[config.mk]
export PLATFORM = sky130hd
export DESIGN_NAME = spu_issue_ctrl
export DESIGN_NICKNAME = d
export VERILOG_FILES = /design/src/rtl/spu_isa_pkg.sv /design/src/rtl/spu_scoreboard.sv /design/src/rtl/spu_issue_ctrl.sv
export SDC_FILE = /design/constraint.sdc
export NUM_CORES = 1
export LEC_CHECK = 0
export BUFFER_PORTS_ARGS = -buffer_cell sky130_fd_sc_hd__buf_2
export CAP_MARGIN = 25
export CORE_MARGIN = 3
export CORE_UTILIZATION = 55
export DETAILED_ROUTE_END_ITERATION = 6
export HOLD_SLACK_MARGIN = 0.1
export MAX_ROUTING_LAYER = met4
export PLACE_DENSITY_LB_ADDON = 0.12
export REMOVE_ABC_BUFFERS = 1
export SLEW_MARGIN = 15
export SYNTH_ARGS = -nofsm -noshare
export SYNTH_HDL_FRONTEND = slang
export SYNTH_SLANG_ARGS = --single-unit
[constraint.sdc]
create_clock -name clk -period 4 [get_ports clk]
set_clock_uncertainty 0.05 [all_clocks]
set_input_delay 0.6 -clock clk [delete_from_list [all_inputs] [get_ports clk]]
set_output_delay 0.6 -clock clk [all_outputs]
set_load 0.1 [all_outputs]
[src/rtl/spu_isa_pkg.sv]
// ISA constants, decode record and instruction decoder shared by the
// SPU-lite issue controller and its scoreboard.
package spu_isa_pkg;

    localparam int REG_W   = 7;
    localparam int NREGS   = 128;
    localparam int NSLOTS  = 8;

    localparam int RB_LSB  = 14;
    localparam int RA_LSB  = 7;
    localparam int RT_LSB  = 0;
    localparam int I10_LSB = 14;
    localparam int I16_LSB = 7;

    // RR form, 11-bit opcode in [31:21]
    localparam logic [10:0] OP_A    = 11'b00011000000;
    localparam logic [10:0] OP_SF   = 11'b00001000000;
    localparam logic [10:0] OP_AND  = 11'b00011000001;
    localparam logic [10:0] OP_OR   = 11'b00001000001;
    localparam logic [10:0] OP_LQX  = 11'b00111000100;
    localparam logic [10:0] OP_STQX = 11'b00101000100;
    // RI10 form, 8-bit opcode in [31:24]
    localparam logic [7:0]  OP_AI   = 8'b00011100;
    localparam logic [7:0]  OP_SFI  = 8'b00001100;
    // RI16 form, 9-bit opcode in [31:23]
    localparam logic [8:0]  OP_IL   = 9'b010000001;
    localparam logic [8:0]  OP_BR   = 9'b001100100;
    localparam logic [8:0]  OP_BRA  = 9'b001100000;
    localparam logic [8:0]  OP_BRNZ = 9'b001000010;

    localparam logic [2:0] EP_AND = 3'b000;
    localparam logic [2:0] EP_OR  = 3'b001;
    localparam logic [2:0] EP_ADD = 3'b010;
    localparam logic [2:0] EP_SUB = 3'b110;

    localparam logic [1:0] OPC_LOAD   = 2'b00;
    localparam logic [1:0] OPC_STORE  = 2'b01;
    localparam logic [1:0] OPC_BRANCH = 2'b10;

    typedef enum logic [1:0] {
        ST_RUN    = 2'd0,
        ST_BRWAIT = 2'd1,
        ST_HALT   = 2'd2
    } state_t;

    typedef struct packed {
        logic             valid;
        logic [REG_W-1:0] rt;
        logic             pipe;
    } wb_slot_t;

    typedef struct packed {
        logic        legal;
        logic        even;
        logic        odd;
        logic        is_branch;
        logic [2:0]  ep_cont;
        logic [1:0]  op_cont;
        logic        use_ra;
        logic        use_rb;
        logic        use_rt;
        logic        wr_rt;
        logic        imm_en;
        logic [15:0] imm;
    } dec_t;

    function automatic dec_t even_op(input logic [2:0] cont, input logic use_rb);
        dec_t d;
        d         = '0;
        d.legal   = 1'b1;
        d.even    = 1'b1;
        d.ep_cont = cont;
        d.use_ra  = 1'b1;
        d.use_rb  = use_rb;
        d.wr_rt   = 1'b1;
        return d;
    endfunction

    function automatic dec_t odd_op(input logic [1:0] cont);
        dec_t d;
        d         = '0;
        d.legal   = 1'b1;
        d.odd     = 1'b1;
        d.op_cont = cont;
        return d;
    endfunction

    // RR opcodes are matched first; no RI10/RI16 opcode aliases an RR prefix.
    function automatic dec_t spu_decode(input logic [31:0] instr);
        dec_t d;
        d = '0;
        case (instr[31:21])
            OP_A:    d = even_op(EP_ADD, 1'b1);
            OP_SF:   d = even_op(EP_SUB, 1'b1);
            OP_AND:  d = even_op(EP_AND, 1'b1);
            OP_OR:   d = even_op(EP_OR, 1'b1);
            OP_LQX: begin
                d        = odd_op(OPC_LOAD);
                d.use_ra = 1'b1;
                d.use_rb = 1'b1;
                d.wr_rt  = 1'b1;
            end
            OP_STQX: begin
                d        = odd_op(OPC_STORE);
                d.use_ra = 1'b1;
                d.use_rb = 1'b1;
                d.use_rt = 1'b1;
            end
            default: begin
                case (instr[31:24])
                    OP_AI: begin
                        d        = even_op(EP_ADD, 1'b0);
                        d.imm_en = 1'b1;
                        d.imm    = {6'd0, instr[I10_LSB +: 10]};
                    end
                    OP_SFI: begin
                        d        = even_op(EP_SUB, 1'b0);
                        d.imm_en = 1'b1;
                        d.imm    = {6'd0, instr[I10_LSB +: 10]};
                    end
                    default: begin
                        case (instr[31:23])
                            OP_IL: begin
                                d        = even_op(EP_ADD, 1'b0);
                                d.use_ra = 1'b0;
                                d.imm_en = 1'b1;
                                d.imm    = instr[I16_LSB +: 16];
                            end
                            OP_BR, OP_BRA, OP_BRNZ: begin
                                d           = odd_op(OPC_BRANCH);
                                d.is_branch = 1'b1;
                                d.use_rt    = (instr[31:23] == OP_BRNZ);
                                d.imm_en    = 1'b1;
                                d.imm       = instr[I16_LSB +: 16];
                            end
                            default: d = '0;
                        endcase
                    end
                endcase
            end
        endcase
        return d;
    endfunction

endpackage

[src/rtl/spu_scoreboard.sv]
// Register busy scoreboard: one busy bit per architectural register, three
// combinational check ports, one set port (issue) and one clear port (writeback).
module spu_scoreboard
    import spu_isa_pkg::*;
(
    input  logic             clk,
    input  logic             reset,
    input  logic [REG_W-1:0] chk_a,
    input  logic [REG_W-1:0] chk_b,
    input  logic [REG_W-1:0] chk_c,
    output logic             busy_a,
    output logic             busy_b,
    output logic             busy_c,
    input  logic             set_en,
    input  logic [REG_W-1:0] set_addr,
    input  logic             clr_en,
    input  logic [REG_W-1:0] clr_addr
);

    logic [NREGS-1:0] busy_r;
    logic [NREGS-1:0] busy_n;

    assign busy_a = busy_r[chk_a];
    assign busy_b = busy_r[chk_b];
    assign busy_c = busy_r[chk_c];

    // Next busy vector; a same-cycle set wins over a clear of the same register.
    always_comb begin
        busy_n = busy_r;
        if (clr_en) begin
            busy_n[clr_addr] = 1'b0;
        end else begin
            busy_n = busy_n;
        end
        if (set_en) begin
            busy_n[set_addr] = 1'b1;
        end else begin
            busy_n = busy_n;
        end
    end

    // Busy-bit register.
    always_ff @(posedge clk) begin
        if (reset) begin
            busy_r <= '0;
        end else begin
            busy_r <= busy_n;
        end
    end

endmodule

[src/rtl/spu_issue_ctrl.sv]
// In-order single-issue controller: decode, scoreboard hazard check,
// write-port reservation shift register and RUN/BRWAIT/HALT sequencing.
module spu_issue_ctrl
    import spu_isa_pkg::*;
#(
    parameter int EVEN_LAT = 2,
    parameter int ODD_LAT  = 4,
    parameter int REGBITS  = 7
) (
    input  logic               clk,
    input  logic               reset,
    input  logic               in_valid,
    input  logic [31:0]        in_instr,
    output logic               in_ready,
    input  logic               br_done,
    output logic               ep_issue,
    output logic [2:0]         ep_cont,
    output logic               op_issue,
    output logic [1:0]         op_cont,
    output logic [REGBITS-1:0] rd_ra,
    output logic [REGBITS-1:0] rd_rb,
    output logic [REGBITS-1:0] rd_rt,
    output logic               imm_en,
    output logic [15:0]        imm,
    output logic               wb_en,
    output logic [REGBITS-1:0] wb_rt,
    output logic               wb_pipe,
    output logic               illegal
);

    state_t                    state_r;
    state_t                    state_n;
    logic                      illegal_r;
    logic                      illegal_n;
    wb_slot_t [NSLOTS-1:0]     res_r;
    wb_slot_t [NSLOTS-1:0]     res_n;

    dec_t                      dec_s;
    logic [REGBITS-1:0]        ra_s;
    logic [REGBITS-1:0]        rb_s;
    logic [REGBITS-1:0]        rt_s;
    logic                      busy_a_s;
    logic                      busy_b_s;
    logic                      busy_t_s;
    logic                      hazard_s;
    logic                      port_busy_s;
    logic                      run_s;
    logic                      fire_s;
    logic                      bad_op_s;

    assign dec_s = spu_decode(in_instr);
    assign ra_s  = in_instr[RA_LSB +: REGBITS];
    assign rb_s  = in_instr[RB_LSB +: REGBITS];
    assign rt_s  = in_instr[RT_LSB +: REGBITS];

    spu_scoreboard u_sb (
        .clk      (clk),
        .reset    (reset),
        .chk_a    (ra_s),
        .chk_b    (rb_s),
        .chk_c    (rt_s),
        .busy_a   (busy_a_s),
        .busy_b   (busy_b_s),
        .busy_c   (busy_t_s),
        .set_en   (fire_s & dec_s.wr_rt),
        .set_addr (rt_s),
        .clr_en   (res_r[0].valid),
        .clr_addr (res_r[0].rt)
    );

    // rt is checked both as a source (store/branch) and for WAW on writers.
    assign hazard_s = (dec_s.use_ra & busy_a_s) | (dec_s.use_rb & busy_b_s)
                    | ((dec_s.use_rt | dec_s.wr_rt) & busy_t_s);
    // Slot LAT holds whatever will sit in slot LAT-1 once this cycle's shift happens.
    assign port_busy_s = dec_s.wr_rt & (dec_s.odd ? res_r[ODD_LAT].valid
                                                  : res_r[EVEN_LAT].valid);
    assign run_s    = (state_r == ST_RUN) & ~reset;
    assign fire_s   = run_s & in_valid & dec_s.legal & ~hazard_s & ~port_busy_s;
    assign bad_op_s = run_s & in_valid & ~dec_s.legal;
    assign in_ready = run_s & (~in_valid | (dec_s.legal & ~hazard_s & ~port_busy_s));

    assign wb_en   = res_r[0].valid;
    assign wb_rt   = res_r[0].rt;
    assign wb_pipe = res_r[0].pipe;
    assign illegal = illegal_r;

    // Issue-side outputs, forced to zero whenever no strobe fires.
    always_comb begin
        ep_issue = 1'b0;
        op_issue = 1'b0;
        ep_cont  = 3'd0;
        op_cont  = 2'd0;
        rd_ra    = '0;
        rd_rb    = '0;
        rd_rt    = '0;
        imm_en   = 1'b0;
        imm      = 16'd0;
        if (fire_s) begin
            ep_issue = dec_s.even;
            op_issue = dec_s.odd;
            ep_cont  = dec_s.ep_cont;
            op_cont  = dec_s.op_cont;
            rd_ra    = dec_s.use_ra ? ra_s : '0;
            rd_rb    = dec_s.use_rb ? rb_s : '0;
            rd_rt    = (dec_s.use_rt | dec_s.wr_rt) ? rt_s : '0;
            imm_en   = dec_s.imm_en;
            imm      = dec_s.imm;
        end else begin
            ep_issue = 1'b0;
        end
    end

    // Reservation shift plus insertion of the newly issued writer.
    always_comb begin
        res_n = '0;
        for (int i = 0; i < NSLOTS - 1; i++) begin
            res_n[i] = res_r[i+1];
        end
        if (fire_s && dec_s.wr_rt) begin
            if (dec_s.odd) begin
                res_n[ODD_LAT-1] = {1'b1, rt_s, 1'b1};
            end else begin
                res_n[EVEN_LAT-1] = {1'b1, rt_s, 1'b0};
            end
        end else begin
            res_n[NSLOTS-1] = '0;
        end
    end

    // Next-state logic; br_done only matters while waiting on a branch.
    always_comb begin
        state_n   = state_r;
        illegal_n = illegal_r | bad_op_s;
        case (state_r)
            ST_RUN: begin
                if (bad_op_s) begin
                    state_n = ST_HALT;
                end else if (fire_s && dec_s.is_branch) begin
                    state_n = ST_BRWAIT;
                end else begin
                    state_n = ST_RUN;
                end
            end
            ST_BRWAIT: begin
                if (br_done) begin
                    state_n = ST_RUN;
                end else begin
                    state_n = ST_BRWAIT;
                end
            end
            ST_HALT: state_n = ST_HALT;
            default: state_n = ST_RUN;
        endcase
    end

    // Control state, sticky illegal flag and reservation slots.
    always_ff @(posedge clk) begin
        if (reset) begin
            state_r   <= ST_RUN;
            illegal_r <= 1'b0;
            res_r     <= '0;
        end else begin
            state_r   <= state_n;
            illegal_r <= illegal_n;
            res_r     <= res_n;
        end
    end

endmodule

==> Yosys cells after proc, flatten, opt, wreduce, memory -nomap -nowiden <==
Index checks and enable logic that the tools add are counted.
{ "totals": {"reg_bits": 203, "inputBits": 36, "out_inout_bits": 56, "word_cells": 116} }
{ "classes": {"order_cmp": 6, "n_eq_ne": 14, "muxes": 36, "n_bitwise": 27, "n_reduce_logical": 6} }
{ "ops": {"columns": ["op", "n"], "rows": [
  ["$mux 128", 2],
  ["$pmux 30 s6", 1],
  ["$and 128x128->128", 1],
  ["$not 128->128", 1],
  ["$or 128x128->128", 1],
  ["$pmux 30 s2", 2],
  ["$mux 7", 6],
  ["$mux 9", 4],
  ["$lt 7x8->1 const B", 4],
  ["$eq 9x7->1 const B", 3],
  ["$eq 11x7->1 const B", 2],
  ["$eq 11x8->1 const B", 2],
  ["$eq 11x9->1 const B", 2],
  ["$bmux 1 s7", 3],
  ["$mux 16", 1],
  ["$and 1x1->1", 14],
  ["$demux 1 s7", 2],
  ["$ge 7x1->1 const B", 2],
  ["$mux 1", 11],
  ["$eq 9x8->1 const B", 1],
  ["$eq 8x4->1 const B", 1],
  ["$eq 8x5->1 const B", 1],
  ["$pmux 2 s3", 1],
  ["$not 1->1", 5],
  ["8 further kinds", 16]
]} }

==> Logic depth before layout (Yosys ltp) <==
{ "depth": {"word_depth": 15, "mapped_depth": 15, "ltp_nobuf": 8} }

==> By module <==
From an unflattened synthesis, not the netlist that was laid out.
{ "unflattened": {"cells_unflattened": 1107, "hier_area_um2": 10228.6} }
{ "by_module_without_submodules": {"columns": ["module", "instances", "cells_per_inst", "area_each_um2", "seq_area_each_um2"], "rows": [
  ["spu_scoreboard", 1, 879, 8179.1, 2562.5],
  ["spu_issue_ctrl", 1, 228, 2049.5, 740.7]
]} }

==> Worst setup path before layout <==
Ideal clock, no wire load.
{ "synth_timing": {"path_type": "in2out", "startpoint": "in in_instr[14]", "endpoint": "out ep_cont[0]", "arrival_time_ns": 5.833, "required_time_ns": 3.350, "slack_ns": -2.483, "stages": 11, "path_buffers": 3, "path_cell_list": "clkbuf_1 -> buf_2 -> buf_1 -> mux4_2 -> a22oi_1 -> a21oi_1 -> o21ai_0 -> o211ai_1 -> a32oi_4 -> nor4b_4 -> nor4bb_1"} }
{ "synth_via": {"elab_chain_len": 9} }
{ "synth_rtl": {"columns": ["item", "line", "source"], "rows": [
  ["start: declaration", "spu_issue_ctrl.sv:13", "input logic [31:0] in_instr,"],
  ["$bmux 1 s7", "spu_scoreboard.sv:24", "assign busy_b = busy_r[chk_b];"],
  ["$mux 1 (implied by the code)", "spu_scoreboard.sv:24", null],
  ["$and 1x1->1", "spu_issue_ctrl.sv:72", "assign hazard_s = (dec_s.use_ra & busy_a_s) | (dec_s.use_rb & busy_b_s)"],
  ["$or 1x1->1", "spu_issue_ctrl.sv:72", null],
  ["$or 1x1->1", "spu_issue_ctrl.sv:73", "| ((dec_s.use_rt | dec_s.wr_rt) & busy_t_s);"],
  ["$not 1->1", "spu_issue_ctrl.sv:78", "assign fire_s = run_s & in_valid & dec_s.legal & ~hazard_s & ~port_busy_s;"],
  ["$and 1x1->1 (2 in a row)", "spu_issue_ctrl.sv:78", null],
  ["$mux 3", "spu_issue_ctrl.sv:98", "if (fire_s) begin"],
  ["end: declaration", "spu_issue_ctrl.sv:17", "output logic [2:0] ep_cont,"]
]} }
Every way passes these cells. The select of a mux whose other input is x is not followed.

==> Worst setup path after layout <==
{ "layout_timing": {"startpoint": "in in_instr[7]", "endpoint": "out imm[9]"} }
{ "layout_via": {"elab_chain_len": 9} }
{ "layout_rtl": {"columns": ["item", "line", "source"], "rows": [
  ["$bmux 1 s7", "spu_scoreboard.sv:23", "assign busy_a = busy_r[chk_a];"],
  ["$mux 1 (implied by the code)", "spu_scoreboard.sv:23", null],
  ["$and 1x1->1", "spu_issue_ctrl.sv:72", null],
  ["$or 1x1->1", "spu_issue_ctrl.sv:72", null],
  ["$or 1x1->1", "spu_issue_ctrl.sv:73", null],
  ["$not 1->1", "spu_issue_ctrl.sv:78", null],
  ["$and 1x1->1 (2 in a row)", "spu_issue_ctrl.sv:78", null],
  ["$mux 16", "spu_issue_ctrl.sv:98", null],
  ["end: declaration", "spu_issue_ctrl.sv:24", "output logic [15:0] imm,"]
]} }
Every way passes these cells. The select of a mux whose other input is x is not followed.

==> results.json <==
{
  "nFillCells": 1520,
  "totalWireLength_um": 45300,
  "hpwl_um": 32300,
  "path_class": "in -> out",
  "vdd_ir_drop_max_v": 0.000304,
  "synth_top_cells_by_area": "dfxtp_1 (30%), mux4_2 (11%), mux2i_1 (7.0%), o31ai_1 (6.5%), nand2_1 (5.0%)",
  "yosysTopAreaCell": "dfxtp_1",
  "worst_ep_arrival_time_ps": 3430,
  "antenna_found_initial": 0,
  "setup_viol": 22,
  "hold_buffers": 0,
  "synth_cells": 1219,
  "synth_cell_types": 73,
  "final_common_cell": "dfxtp_1",
  "violations": "setup timing",
  "grt_max_degree": 73,
  "critical_path.max_fanout": 8,
  "layout.nets": 1401,
  "dieArea_um2": 21800,
  "start_util_pct": 56.3,
  "io_pins": 92,
  "port-buffer-count": 91,
  "ys_ff_latch": 165,
  "syn_area_um2": 11000,
  "avgSynthCellArea_um2": 9.05,
  "maxSlewHeadroom_pct": 23.0,
  "clk_pin_slew_ps": 70,
  "worst_path_max_delay_cell": "mux4_2",
  "die_y_um": 148,
  "worst_slack_ps": -76.0,
  "gr-total-overflow": 0,
  "rsz0062_at_grt": "true",
  "synthArstFlopShare_pct": 0,
  "outcome": "complete, but fails checks",
  "die_w_um": 148,
  "drtIter0Drc": 1393,
  "detail-route-antenna-nets": 0,
  "synth_edf_count": 0,
  "n_antenna_cell": 0,
  "yosysSeqAreaShare_pct": 29.9,
  "grt_pass1_vias": 10900,
  "drc": 0,
  "slowest_delay_ps": 570,
  "root_buffer": "clkbuf_16",
  "start_kind": "input pin",
  "dpl.cell_count": 1596,
  "first_pass_iters": 6,
  "clock_latency_ps": 450,
  "multi_input_area_um2": 7350,
  "coreArea_um2": 19600,
  "fmax_mhz": 245,
  "hold_path.class": "reg -> reg",
  "cp.required_ps": 3350,
  "cts_made_buffers": 17,
  "fin_crit_sh_pct": 102,
  "gp_congestion": 1.03,
  "cp_cell_sequence": "buf_12, buf_12, buf_4, mux4_2, mux4_2, o2111ai_4, nand2_2, nor4b_4, buf_6, buf_12, nor3b_4, buf_12",
  "layout_common_cells": "dfxtp_1 (165), nand2_1 (147), buf_4 (134), nand3_1 (106), o31ai_1 (96)",
  "final-seq-area_um2": 3300,
  "drive_gt1_share_pct": 32.2,
  "layout_min_cycle_time_ps": 4080,
  "final_cells": 1643,
  "routed_via_density": 6.99,
  "ys_warn_count": 0,
  "powerDensity_nw_per_um2": 264,
  "crit_top_cell": "buf_12",
  "wl_per_cell_um": 27.6,
  "synth_top_area_share_pct": 29.9,
  "leakage_nw": 5.19,
  "reg2reg_setup_slack_ps": 610,
  "rows": 51,
  "cts_tree": "built",
  "cts_sinks": 165,
  "maxCapViolCount": 0,
  "clock_path_buffers": 2,
  "end_kind": "output pin",
  "grt_pass1_wl_um": 67700,
  "vias": 11500,
  "synthFlopType": "dfxtp_1",
  "hold_violations": 0,
  "tightestPinTransition_ps": 1150,
  "synthToLayoutAreaGrowth_pct": 29.4,
  "crit_family": "multiplexers",
  "htreeDepth": 4,
  "place_ws_ps": -372,
  "grt_usage_pct": 42.2,
  "slew_violations": 0,
  "critPathBufInv": 6
}
## path summary, 6_finish.rpt
kind	startpoint	end	cells past startpoint
hold / removal	res_n[5]	wb_rt[4]	1
setup / recovery	in_instr[7]	imm[9]	12
setup reg to reg	u_sb.busy_r[57]	u_sb.busy_r[94]	11
hold reg to reg	res_n[5]	wb_rt[4]	1
## repair_timing
item	CTS	global route
resized for setup	66	19
pin swaps	17	4
cloned	2	0
setup endpoints to repair	45	46
buffers inserted	9	3
## logic make-up after synthesis
logic type	count (synthesis)	share of synthesized area, %
mux	143	19.3
compound gates	302	22.2
simple gates	471	22.5
buf+inv	138	6.07
flops	165	29.9
## through the flow
stage / hold slack [ps] / power, mW / utilization, % / TNS (ps) / instance area, µm²
2_1_floorplan: 362 / 1.86 / - / -385750 / 10400
3_3_place_gp: 366 / 2.15 / 67.0 / -8310 / 13100
3_5_place_dp: 373 / 2.15 / 67.3 / -10980 / 13200
4_1_cts: 381 / 3.74 / 72.2 / -141 / 14100
5_1_grt: 404 / 3.85 / 72.8 / -5250 / 14300
6_report: 379 / 3.77 / 72.8 / -820 / 14300
## final cells by class
type,instances,area share [%]
multi-input cells,916,51.5
inverters,14,0.386
well taps,265,2.32
clock buffers,19,3.03
flip-flops and latches,165,23.1
repair buffers,251,18.8
clock inverters,13,0.815
## synth_stat cells (6+ instances only)
master	count
and2_1	6
a31oi_1	6
buf_2	30
nor3b_2	11
dfxtp_1	165
buf_1	10
o21ai_0	7
o22ai_1	10
nor4_2	6
mux2i_1	77
o31ai_1	96
a22oi_1	21
clkbuf_1	62
mux4_2	54
inv_1	13
nor2b_1	38
or2_2	8
buf_6	9
and3_1	28
a22o_1	7
a221oi_1	6
nand2_1	147
nand3_1	107
nor3_1	24
o211ai_1	43
o31ai_2	33
buf_4	12
a211oi_1	7
nand2b_1	18
o41ai_1	8
nor2_1	41
mux2_2	9
a21oi_1	20
## routing by layer
metal	vias up	global-route usage, %	share of wire (%)
li1	4954	-	-
met1	5432	52.8	37
met2	910	64.2	45
met3	194	10.7	13
met4	0	20.0	5.7
met5	-	-	0
## flip-flops by register name, indices dropped and copies added, names as in the netlist
register     cells
u_sb.busy_r    128
res_n           17
res_r            8
wb_rt            7
state_r          2
illegal          1
wb_en            1
wb_pipe          1
## power by group
group / internal (mW) / switching [mW]
combinational: 0.208 / 0.325
sequential: 1.64 / 0.000994
clock: 0.816 / 0.777
total: 2.67 / 1.10
## worst reg2reg max path, delay by kind of cell, from the launching register on
family | cells | cell delay, ps
flops | 1 | 340
mux | 2 | 1050
buf+inv | 5 | 900
simple gates | 2 | 350
compound gates | 2 | 600
Power figures use the tool's default switching activity.
